### config.mk
export PLATFORM = sky130hd
export DESIGN_NAME = m_fetch_queue_flat
export DESIGN_NICKNAME = d
export VERILOG_FILES = /design/src/rtl/m_fetch_queue_if.sv /design/src/rtl/m_fetch_queue.sv /design/src/flat_wrapper.sv
export SDC_FILE = /design/constraint.sdc
export NUM_CORES = 1
export LEC_CHECK = 0
export ABC_AREA = 1
export CAP_MARGIN = 20
export CORE_AREA = 2 2 156 158
export DETAILED_ROUTE_END_ITERATION = 10
export DIE_AREA = 0 0 158 160
export HOLD_SLACK_MARGIN = 0.05
export PLACE_DENSITY_LB_ADDON = 0.2
export SLEW_MARGIN = 10
export SYNTH_ARGS = -nofsm -noshare
export SYNTH_HDL_FRONTEND = slang
export SYNTH_SLANG_ARGS = --single-unit
### constraint.sdc
create_clock -name w_clk -period 4.87 [get_ports w_clk]
set_input_delay 0.7305 -clock w_clk [delete_from_list [all_inputs] [get_ports w_clk]]
set_output_delay 0.7305 -clock w_clk [all_outputs]
set_load 0.05 [all_outputs]
### src/rtl/m_fetch_queue_if.sv
// Fetch-queue bus: redirect in, imem address/data, and the {pc, ir} head toward ID.
// Latency: none, signal bundle only.
// Backpressure: ID applies w_stall; the fetch stage never stalls the memory side.
interface m_fetch_queue_if #(
   parameter int DEPTH = 4,
   parameter int AW    = 12
);
   logic                     w_redirect;
   logic [31:0]              w_redirect_pc;
   logic [AW-1:0]            w_imem_addr;
   logic [31:0]              w_imem_data;
   logic                     w_stall;
   logic                     w_id_valid;
   logic [31:0]              w_id_pc;
   logic [31:0]              w_id_ir;
   logic                     w_halted;
   logic [$clog2(DEPTH):0]   w_occ;

   // Fetch-stage side: drives the memory address and the ID head.
   modport master (
      input  w_redirect, w_redirect_pc, w_imem_data, w_stall,
      output w_imem_addr, w_id_valid, w_id_pc, w_id_ir, w_halted, w_occ
   );

   // Surrounding pipeline side: Ex redirect, instruction memory and ID.
   modport slave (
      output w_redirect, w_redirect_pc, w_imem_data, w_stall,
      input  w_imem_addr, w_id_valid, w_id_pc, w_id_ir, w_halted, w_occ
   );
endinterface

### src/rtl/m_fetch_queue.sv
// Instruction fetch with a DEPTH-entry {pc, ir} prefetch queue; optional FQ_BYPASS_EN feeds an empty queue straight through.
// Latency: 1 cycle memory-to-ID (0 with FQ_BYPASS_EN); a redirect costs 2 bubbles (1 with FQ_BYPASS_EN).
// Backpressure: w_stall holds the head; fetch continues until the queue is full, then r_pc holds.
module m_fetch_queue #(
   parameter int DEPTH = 4,
   parameter int AW    = 12
) (
   input  logic            w_clk,
   input  logic            w_rst_n,
   input  logic            w_ce,
   m_fetch_queue_if.master fq
);
   localparam int          PW   = $clog2(DEPTH);
   localparam logic [PW:0] FULL = (PW+1)'(DEPTH);
   localparam logic [31:0] NOP  = 32'h00000013;
   localparam logic [31:0] HALT = 32'h000f0033;

   logic [31:0]   r_pc;
   logic [31:0]   r_ent_pc [DEPTH];
   logic [31:0]   r_ent_ir [DEPTH];
   logic [PW-1:0] r_head;
   logic [PW-1:0] r_tail;
   logic [PW:0]   r_count;
   logic          r_stop;

   logic          q_empty;
   logic          byp;
   logic          head_vld;
   logic [31:0]   head_pc;
   logic [31:0]   head_ir;
   logic          pop;
   logic          push;
   logic          q_wr;
   logic          q_rd;

   // Head selection and push/pop decisions; redirect wins over both.
   always_comb begin
      q_empty = (r_count == '0);
`ifdef FQ_BYPASS_EN
      byp = q_empty && !r_stop && !fq.w_redirect;
`else
      byp = 1'b0;
`endif
      head_vld = !q_empty || byp;
      head_pc  = 32'd0;
      head_ir  = NOP;
      if (byp) begin
         head_pc = r_pc;
         head_ir = fq.w_imem_data;
      end else if (!q_empty) begin
         head_pc = r_ent_pc[r_head];
         head_ir = r_ent_ir[r_head];
      end
      pop  = head_vld && !fq.w_stall && !fq.w_redirect;
      push = !r_stop && !fq.w_redirect && ((r_count != FULL) || pop);
      // A bypassed word that ID accepts this cycle never touches the storage.
      q_rd = pop && !byp;
      q_wr = push && !(byp && pop);
   end

   assign fq.w_imem_addr = r_pc[AW+1:2];
   assign fq.w_id_valid  = head_vld;
   assign fq.w_id_pc     = head_pc;
   assign fq.w_id_ir     = head_ir;
   assign fq.w_halted    = head_vld && (head_ir == HALT);
   assign fq.w_occ       = r_count;

   // Fetch PC, pointers, occupancy and halt-stop state.
   always_ff @(posedge w_clk or negedge w_rst_n) begin
      if (!w_rst_n) begin
         r_pc    <= 32'd0;
         r_head  <= '0;
         r_tail  <= '0;
         r_count <= '0;
         r_stop  <= 1'b0;
      end else if (w_ce) begin
         if (fq.w_redirect) begin
            // The halt seen so far may be wrong-path, so the stop is dropped too.
            r_pc    <= {fq.w_redirect_pc[31:2], 2'b00};
            r_head  <= '0;
            r_tail  <= '0;
            r_count <= '0;
            r_stop  <= 1'b0;
         end else begin
            if (push) begin
               r_pc <= r_pc + 32'd4;
               if (fq.w_imem_data == HALT) begin
                  r_stop <= 1'b1;
               end
            end
            if (q_wr) begin
               r_tail <= r_tail + 1'b1;
            end
            if (q_rd) begin
               r_head <= r_head + 1'b1;
            end
            case ({q_wr, q_rd})
               2'b10:   r_count <= r_count + 1'b1;
               2'b01:   r_count <= r_count - 1'b1;
               default: r_count <= r_count;
            endcase
         end
      end
   end

   // Entry storage; contents are only meaningful below r_count, so no reset.
   always_ff @(posedge w_clk) begin
      if (w_ce && q_wr) begin
         r_ent_pc[r_tail] <= r_pc;
         r_ent_ir[r_tail] <= fq.w_imem_data;
      end
   end
endmodule

### src/flat_wrapper.sv
// flat-port wrapper written by rule: the top's interface ports become plain ports
module m_fetch_queue_flat 
#(
   parameter int DEPTH = 4,
   parameter int AW    = 12
)
  (w_clk, w_rst_n, w_ce, fq_w_redirect, fq_w_redirect_pc, fq_w_imem_data, fq_w_stall, fq_w_imem_addr, fq_w_id_valid, fq_w_id_pc, fq_w_id_ir, fq_w_halted, fq_w_occ);
  m_fetch_queue_if #(.DEPTH(DEPTH), .AW(AW)) fq_i ();
  input  logic w_clk;
  input  logic w_rst_n;
  input  logic w_ce;
  input wire logic [$bits(fq_i.w_redirect)-1:0] fq_w_redirect;
  input wire logic [$bits(fq_i.w_redirect_pc)-1:0] fq_w_redirect_pc;
  input wire logic [$bits(fq_i.w_imem_data)-1:0] fq_w_imem_data;
  input wire logic [$bits(fq_i.w_stall)-1:0] fq_w_stall;
  output wire logic [$bits(fq_i.w_imem_addr)-1:0] fq_w_imem_addr;
  output wire logic [$bits(fq_i.w_id_valid)-1:0] fq_w_id_valid;
  output wire logic [$bits(fq_i.w_id_pc)-1:0] fq_w_id_pc;
  output wire logic [$bits(fq_i.w_id_ir)-1:0] fq_w_id_ir;
  output wire logic [$bits(fq_i.w_halted)-1:0] fq_w_halted;
  output wire logic [$bits(fq_i.w_occ)-1:0] fq_w_occ;
  assign fq_i.w_redirect = fq_w_redirect;
  assign fq_i.w_redirect_pc = fq_w_redirect_pc;
  assign fq_i.w_imem_data = fq_w_imem_data;
  assign fq_i.w_stall = fq_w_stall;
  assign fq_w_imem_addr = fq_i.w_imem_addr;
  assign fq_w_id_valid = fq_i.w_id_valid;
  assign fq_w_id_pc = fq_i.w_id_pc;
  assign fq_w_id_ir = fq_i.w_id_ir;
  assign fq_w_halted = fq_i.w_halted;
  assign fq_w_occ = fq_i.w_occ;
  m_fetch_queue #(.DEPTH(DEPTH), .AW(AW)) u_core (.w_clk(w_clk), .w_rst_n(w_rst_n), .w_ce(w_ce), .fq(fq_i));
endmodule
Yosys cells after proc, flatten, opt, wreduce, memory -nomap -nowiden

Memory sizes are Yosys's and may differ from the RTL's.
Index checks and enable logic that the tools add are counted.

Register bits after elaboration: 40
Memory bits (writable): 256
Input bits: 69
Output and inout bits: 81
Word-level logic and storage cells: 52
Memories kept: 2

Add/sub/neg operators: 5
Equality and inequality tests: 5
Muxes and demuxes: 15
Reduce and logical (&&, ||, !) cells: 20

Memories:

| name            | depth | width | rd ports | clocked after memory_dff | write ports | line                | text |
|---|---|---|---|---|---|---|---|
| u_core.r_ent_ir | 4     | 32    | 1        | 0                        | 1           | m_fetch_queue.sv:20 | `logic [31:0] r_ent_ir [DEPTH];` |
| u_core.r_ent_pc | 4     | 32    | 1        | 0                        | 1           | m_fetch_queue.sv:19 | `logic [31:0] r_ent_pc [DEPTH];` |

Operators with widths:

| kind                                                                     | count |
|---|---|
| 32-bit 2-to-1 mux                                                        | 4 |
| 32-bit by 20-bit equality test with 1-bit output (second input constant) | 2 |
| 32-bit by 3-bit adder with 32-bit output (second input constant)         | 1 |
| 2-bit 2-to-1 mux                                                         | 4 |
| 1-bit logical AND                                                        | 6 |
| 3-bit one-hot mux with 2 select lines                                    | 1 |
| 2-bit AND reduction                                                      | 3 |
| 2-bit nonzero test                                                       | 3 |
| 1-bit 2-to-1 mux                                                         | 5 |
| 2-bit by 1-bit adder with 2-bit output (second input constant)           | 2 |
| 1-bit logical NOT                                                        | 4 |
| 3-bit by 1-bit adder with 3-bit output (second input constant)           | 1 |
| 3-bit logical NOT                                                        | 1 |
| 3-bit 2-to-1 mux                                                         | 1 |
| 3-bit inequality test (second input constant)                            | 1 |
| 3-bit AND reduction                                                      | 1 |
| 3-bit nonzero test                                                       | 1 |
| 3-bit by 1-bit subtractor with 3-bit output (second input constant)      | 1 |
| 2-bit by 1-bit equality test with 1-bit output (second input constant)   | 1 |
| 2-bit equality test (second input constant)                              | 1 |
| 1-bit logical OR                                                         | 1 |

Logic depth before layout (Yosys ltp)

Depth in word-level cells: 9
Gate-level depth with buffers: 15
Gate-level depth less buffers: 12

Worst setup path after synthesis

No wires, ideal clock.

Path kind: register -> register
From: reg u_core.r_count[0] (netlist: u_core.fq.w_occ[0])
To: mem u_core.r_ent_ir[0][0] (enable)
Library setup time: 0.482 ns
Data arrival time: 3.618 ns
Required time: 4.388 ns
Setup slack: 0.770 ns
Stages on the path, launching flop included: 5
Path buffers: 0
Period minus slack after synthesis: 4.100 ns
Cell sequence: dfrtp_1 > nor2_1 > nand3_1 > nand4_2 > nor2_1

Word-level cells in the longest chain between the ends: 9
Elaborated cells between the ends (all ways): 10
Those cells by class: eq/ne: 1; mux: 2; reduce/logical: 7

Ends and longest elaborated chain:

| item                                     | line                 | text |
|---|---|---|
| from (decl)                              | m_fetch_queue.sv:23  | `logic [PW:0] r_count;` |
| from (signal assigned)                   | m_fetch_queue.sv:98  | `2'b10: r_count <= r_count + 1'b1;` |
| from (signal assigned)                   | m_fetch_queue.sv:99  | `2'b01: r_count <= r_count - 1'b1;` |
| from (signal assigned)                   | m_fetch_queue.sv:100 | `default: r_count <= r_count;` |
| 3-bit logical NOT                        | m_fetch_queue.sv:38  | `q_empty = (r_count == '0);` |
| 1-bit logical NOT                        | m_fetch_queue.sv:44  | `head_vld = !q_empty \|\| byp;` |
| 1-bit logical AND (2 in a row)           | m_fetch_queue.sv:54  | `pop = head_vld && !fq.w_stall && !fq.w_redirect;` |
| 1-bit logical OR *                       | m_fetch_queue.sv:55  | `push = !r_stop && !fq.w_redirect && ((r_count != FULL) \|\| pop);` |
| 1-bit logical AND *                      | m_fetch_queue.sv:55  |  |
| 1-bit logical AND *                      | m_fetch_queue.sv:108 | `if (w_ce && q_wr) begin` |
| 1-bit 2-to-1 mux *                       | m_fetch_queue.sv:108 |  |
| 1-bit 2-to-1 mux (implied by the code) * | m_fetch_queue.sv:110 | `r_ent_ir[r_tail] <= fq.w_imem_data;` |
| to (decl)                                | m_fetch_queue.sv:20  |  |

Mark *: on every way between the ends. The rest lies on a longest branch, timed or not.

Final worst setup path

From: reg u_core.r_head[0]
To: out fq_w_halted

Word-level cells in the longest chain between the ends: 4

Ends and longest elaborated chain:

| item                                             | line                | text |
|---|---|---|
| from (decl)                                      | m_fetch_queue.sv:21 | `logic [PW-1:0] r_head;` |
| from (signal assigned)                           | m_fetch_queue.sv:95 | `r_head <= r_head + 1'b1;` |
| memory 4 x 32 bit                                | --                  |  |
| 32-bit 2-to-1 mux                                | m_fetch_queue.sv:50 | `end else if (!q_empty) begin` |
| 32-bit by 20-bit equality test with 1-bit output | m_fetch_queue.sv:65 | `assign fq.w_halted = head_vld && (head_ir == HALT);` |
| 1-bit logical AND                                | m_fetch_queue.sv:65 |  |
| to (decl)                                        | flat_wrapper.sv:20  | `output wire logic [$bits(fq_i.w_halted)-1:0] fq_w_halted;` |

Every way passes these cells.

==> impl_metrics.toml <==
[clock_network]
postCtsHoldBufs = 0
clock_sinks = 286
cts_post_setup_buffers_inserted = 0
cts_max_level = 1
cts_tree = "done"
clock_latency_ps = 530
cts_inserted_buffers = 29
clockBufferDepth = 3
clock_tree.root_cell = "sky130_fd_sc_hd__clkbuf_16"
postCtsResizedCells = 0
clk_pin_slew_ps = 60

[global_routing]
grt.busiest_layer = "met2"
global_route.usage.total_pct = 23.7
grt.met1_usage_pct = 30.9
maximum_number_of_pins_on_one_net_before_global_route_repair = 68
grt_antenna_before_repair = 0
grt_overflow_total = 0
gr-usage-met2_pct = 42.0
first_global_vias = 9122
grt.met3_usage_pct = 3.53
wire_length_of_the_first_global_routing_pass_um = 46900

[setup_path]
worst_setup_path_end_kind = "output pin"
worst-path-max-fanout = 67
reg2regPathDepth = 11
cp.required_ps = 4140
timing.critical_path.arrival_ps = 3350
cp-start-kind = "flip-flop"
critPathKind = "flip-flop to output pin"

[floorplan]
die-height_um = 160
io-pin-count = 150
placement_rows = 57
die-width_um = 158
dieArea_um2 = 25300
design.core.area_um2 = 23800
initial_utilization_pct = 55.6

[place]
pre_cts_slack_ps = 1320
dpl.hpwl_um = 19000
portBuffers = 145
gp_routability_congestion = 0.890

[synth]
yosys_register_bits = 286
share_of_yosys_cell_area_claimed_by_the_top_area_cell_type_pct = 56.3
cell_type_with_the_highest_aggregate_area_in_the_netlist = "sky130_fd_sc_hd__edfxtp_1"
ys_seq_area_share_pct = 63.4
async_set_reset_flop_share_out_of_synthesis_pct = 13.3
synth_top_flop_cell = "sky130_fd_sc_hd__edfxtp_1"
count_of_flip_flops_with_a_built_in_enable_after_synthesis = 248
synth.cell_area_um2 = 13200
synth.cells.most_frequent = "340 x sky130_fd_sc_hd__nand2_1, 248 x sky130_fd_sc_hd__edfxtp_1, 200 x sky130_fd_sc_hd__nor2_1, 165 x sky130_fd_sc_hd__inv_1, 93 x sky130_fd_sc_hd__nand3_1"
post-synth-top-count-cell = "sky130_fd_sc_hd__nand2_1"
synth-warning-count = 0
synthCells = 1382
synth.avg_cell_area_um2 = 9.58
ys_types = 36
netlist_top_cells_area = "sky130_fd_sc_hd__edfxtp_1 56%, sky130_fd_sc_hd__nand2_1 9.6%, sky130_fd_sc_hd__dfrtp_1 7.2%, sky130_fd_sc_hd__nor2_1 5.7%, sky130_fd_sc_hd__inv_1 4.7%"

[drt]
avgViaCountPerCell = 5.26
detail_route.wirelength_um = 30400
routed_wirelength_normalized_by_instance_count_um = 16.4
drt_drc_violations_left = 0
firstDrtPassIters = 5
route.vias.total = 9720
detailedRoute.firstIterationViolations = 653
antenna_violating_nets_post_route = 0

[timing]
finalHoldViolations = 0
tns_ps = 0
slew_viol_final = 0
min_period_over_period_pct = 83.7
final_critical_path_setup_slack_ps = 793
slew_headroom_pct = 36.3
grt_setup_unrepaired = "false"
tightestPinTransition_ps = 955
fin_worst_skew_ps = 19.2
fmax_ghz = 0.245
finalSetupViolCount = 0
fin_crit_ps = 4080

[pwr]
intPower_mw = 5.07
max-vdd-ir-drop_uv = 327
power-per-cell-area_nw_per_um2 = 512
comb_pwr_share_pct = 34.9
power.leakage_nw = 6.45
switching_share_pct = 37.4
clock_power_share_pct = 27.4
pwr-share-seq_pct = 37.6
switching_power_mw = 3.03

[cells_and_area]
syn_to_final_growth_pct = 19.4
drive_gt1_share_pct = 5.45
nNetsFinal = 1577

[run_status]
run_status = "finished, final reports clean"

[job]
max-cap-violations = 0

[hold_path]
hp-class = "input port to asynchronous set/reset pin"
==> path summary, 6_finish.rpt <==
check | from | to | slack (ps)
min | w_rst_n | u_core.r_pc[16] | 350
max reg2reg | u_core.fq.w_occ[2] | u_core.fq.w_occ[2] | 2330
min in group w_clk | u_core.fq.w_occ[0] | u_core.fq.w_occ[0] | 560
max in group asynchronous | w_rst_n | u_core.r_head[0] | 3810
min reg2reg | u_core.fq.w_occ[0] | u_core.fq.w_occ[0] | 560
max | u_core.r_head[0] | fq_w_halted | 790
==> state kept, by name (all words and copies together), names as in the netlist <==
| name | flops |
|---|---|
| u_core.fq.w_occ | 3 |
| u_core.r_ent_ir | 128 |
| u_core.r_ent_pc | 120 |
| u_core.r_head | 2 |
| u_core.r_pc | 30 |
| u_core.r_stop | 1 |
| u_core.r_tail | 2 |
==> cell families (layout without fill, tap and decap cells) <==
kind of cell | Yosys count | after routing | share of synthesized area [%]
other | 1 | 3 | 0.0283
adder cells (fa/ha/maj) | 6 | 6 | 0.567
multiplexers | 1 | 1 | 0.0756
XOR/XNOR | 6 | 6 | 0.397
AND/OR/NAND/NOR | 677 | 677 | 20.9
flip-flops | 286 | 286 | 63.4
buffers and inverters | 245 | 386 | 8.34
AO/OA/AOI/OAI | 160 | 160 | 6.26
==> through the flow <==
| step | area [um2] | power (mW) | utilization, % | hold slack, ps | cells |
|---|---|---|---|---|---|
| 4_1_cts | 15800 | 8.16 | 66.4 | 347 | 1848 |
| 2_1_floorplan | 13200 | 5.06 | - | 435 | 1383 |
| 5_1_grt | 15800 | 8.47 | 66.4 | 398 | 1848 |
| 6_report | 15800 | 8.10 | 66.4 | 353 | 1849 |
| 3_3_place_gp | 14800 | 5.90 | 62.3 | 533 | 1795 |
| 3_5_place_dp | 14800 | 5.94 | 62.3 | 550 | 1795 |
==> metal layers <==
metal / up-vias / wire length [um] / share of wire (%)
met1: 4578 / 12500 / 41
met5: - / 0 / 0
met2: 334 / 15300 / 51
li1: 4766 / - / -
met3: 42 / 2070 / 6.8
met4: 0 / 477 / 1.6
==> layout by cell type, fill, tap and decap left out, types with 11 or more instances in the layout <==
cell,synthesis,final
sky130_fd_sc_hd__a21oi_1,57,57
sky130_fd_sc_hd__buf_4,16,15
sky130_fd_sc_hd__clkbuf_16,0,29
sky130_fd_sc_hd__clkdlybuf4s50_1,0,144
sky130_fd_sc_hd__dfrtp_1,38,36
sky130_fd_sc_hd__edfxtp_1,248,248
sky130_fd_sc_hd__inv_1,165,165
sky130_fd_sc_hd__nand2_1,340,340
sky130_fd_sc_hd__nand3_1,93,93
sky130_fd_sc_hd__nand4_1,16,16
sky130_fd_sc_hd__nor2_1,200,196
sky130_fd_sc_hd__nor3_1,11,11
sky130_fd_sc_hd__o21ai_0,84,84
==> cell type report <==
cell class	instances	area, um2
clock buffers	37	786
diodes	1	2.50
inverters	170	641
flip-flops and latches	286	8400
well taps	324	405
fillers	1887	8010
clock inverters	16	184
repair buffers	163	1620
multi-input cells	852	3770
==> critical path: stages (launching register included) <==
cell,delay (ps)
sky130_fd_sc_hd__dfrtp_4,500
sky130_fd_sc_hd__inv_4,530
sky130_fd_sc_hd__nand2_1,120
sky130_fd_sc_hd__nand3_1,110
sky130_fd_sc_hd__nand2_1,60
sky130_fd_sc_hd__nand2_1,80
sky130_fd_sc_hd__nand2_1,100
sky130_fd_sc_hd__nor2_1,210
sky130_fd_sc_hd__nand2_1,110
sky130_fd_sc_hd__nor2_1,110
sky130_fd_sc_hd__nand2_1,50
sky130_fd_sc_hd__inv_1,50
sky130_fd_sc_hd__clkdlybuf4s50_1,790
==> power by group through the flow <==
stage	clock network (mW)	registers, mW	logic, mW
6_report	2.22	3.05	2.83
5_1_grt	2.35	3.07	3.04
4_1_cts	2.25	3.05	2.86
3_5_place_dp	0	3.10	2.84
3_3_place_gp	0	3.09	2.81
2_1_floorplan	0	3.07	2.00
Note: power is estimated with default switching activity, not from simulation.
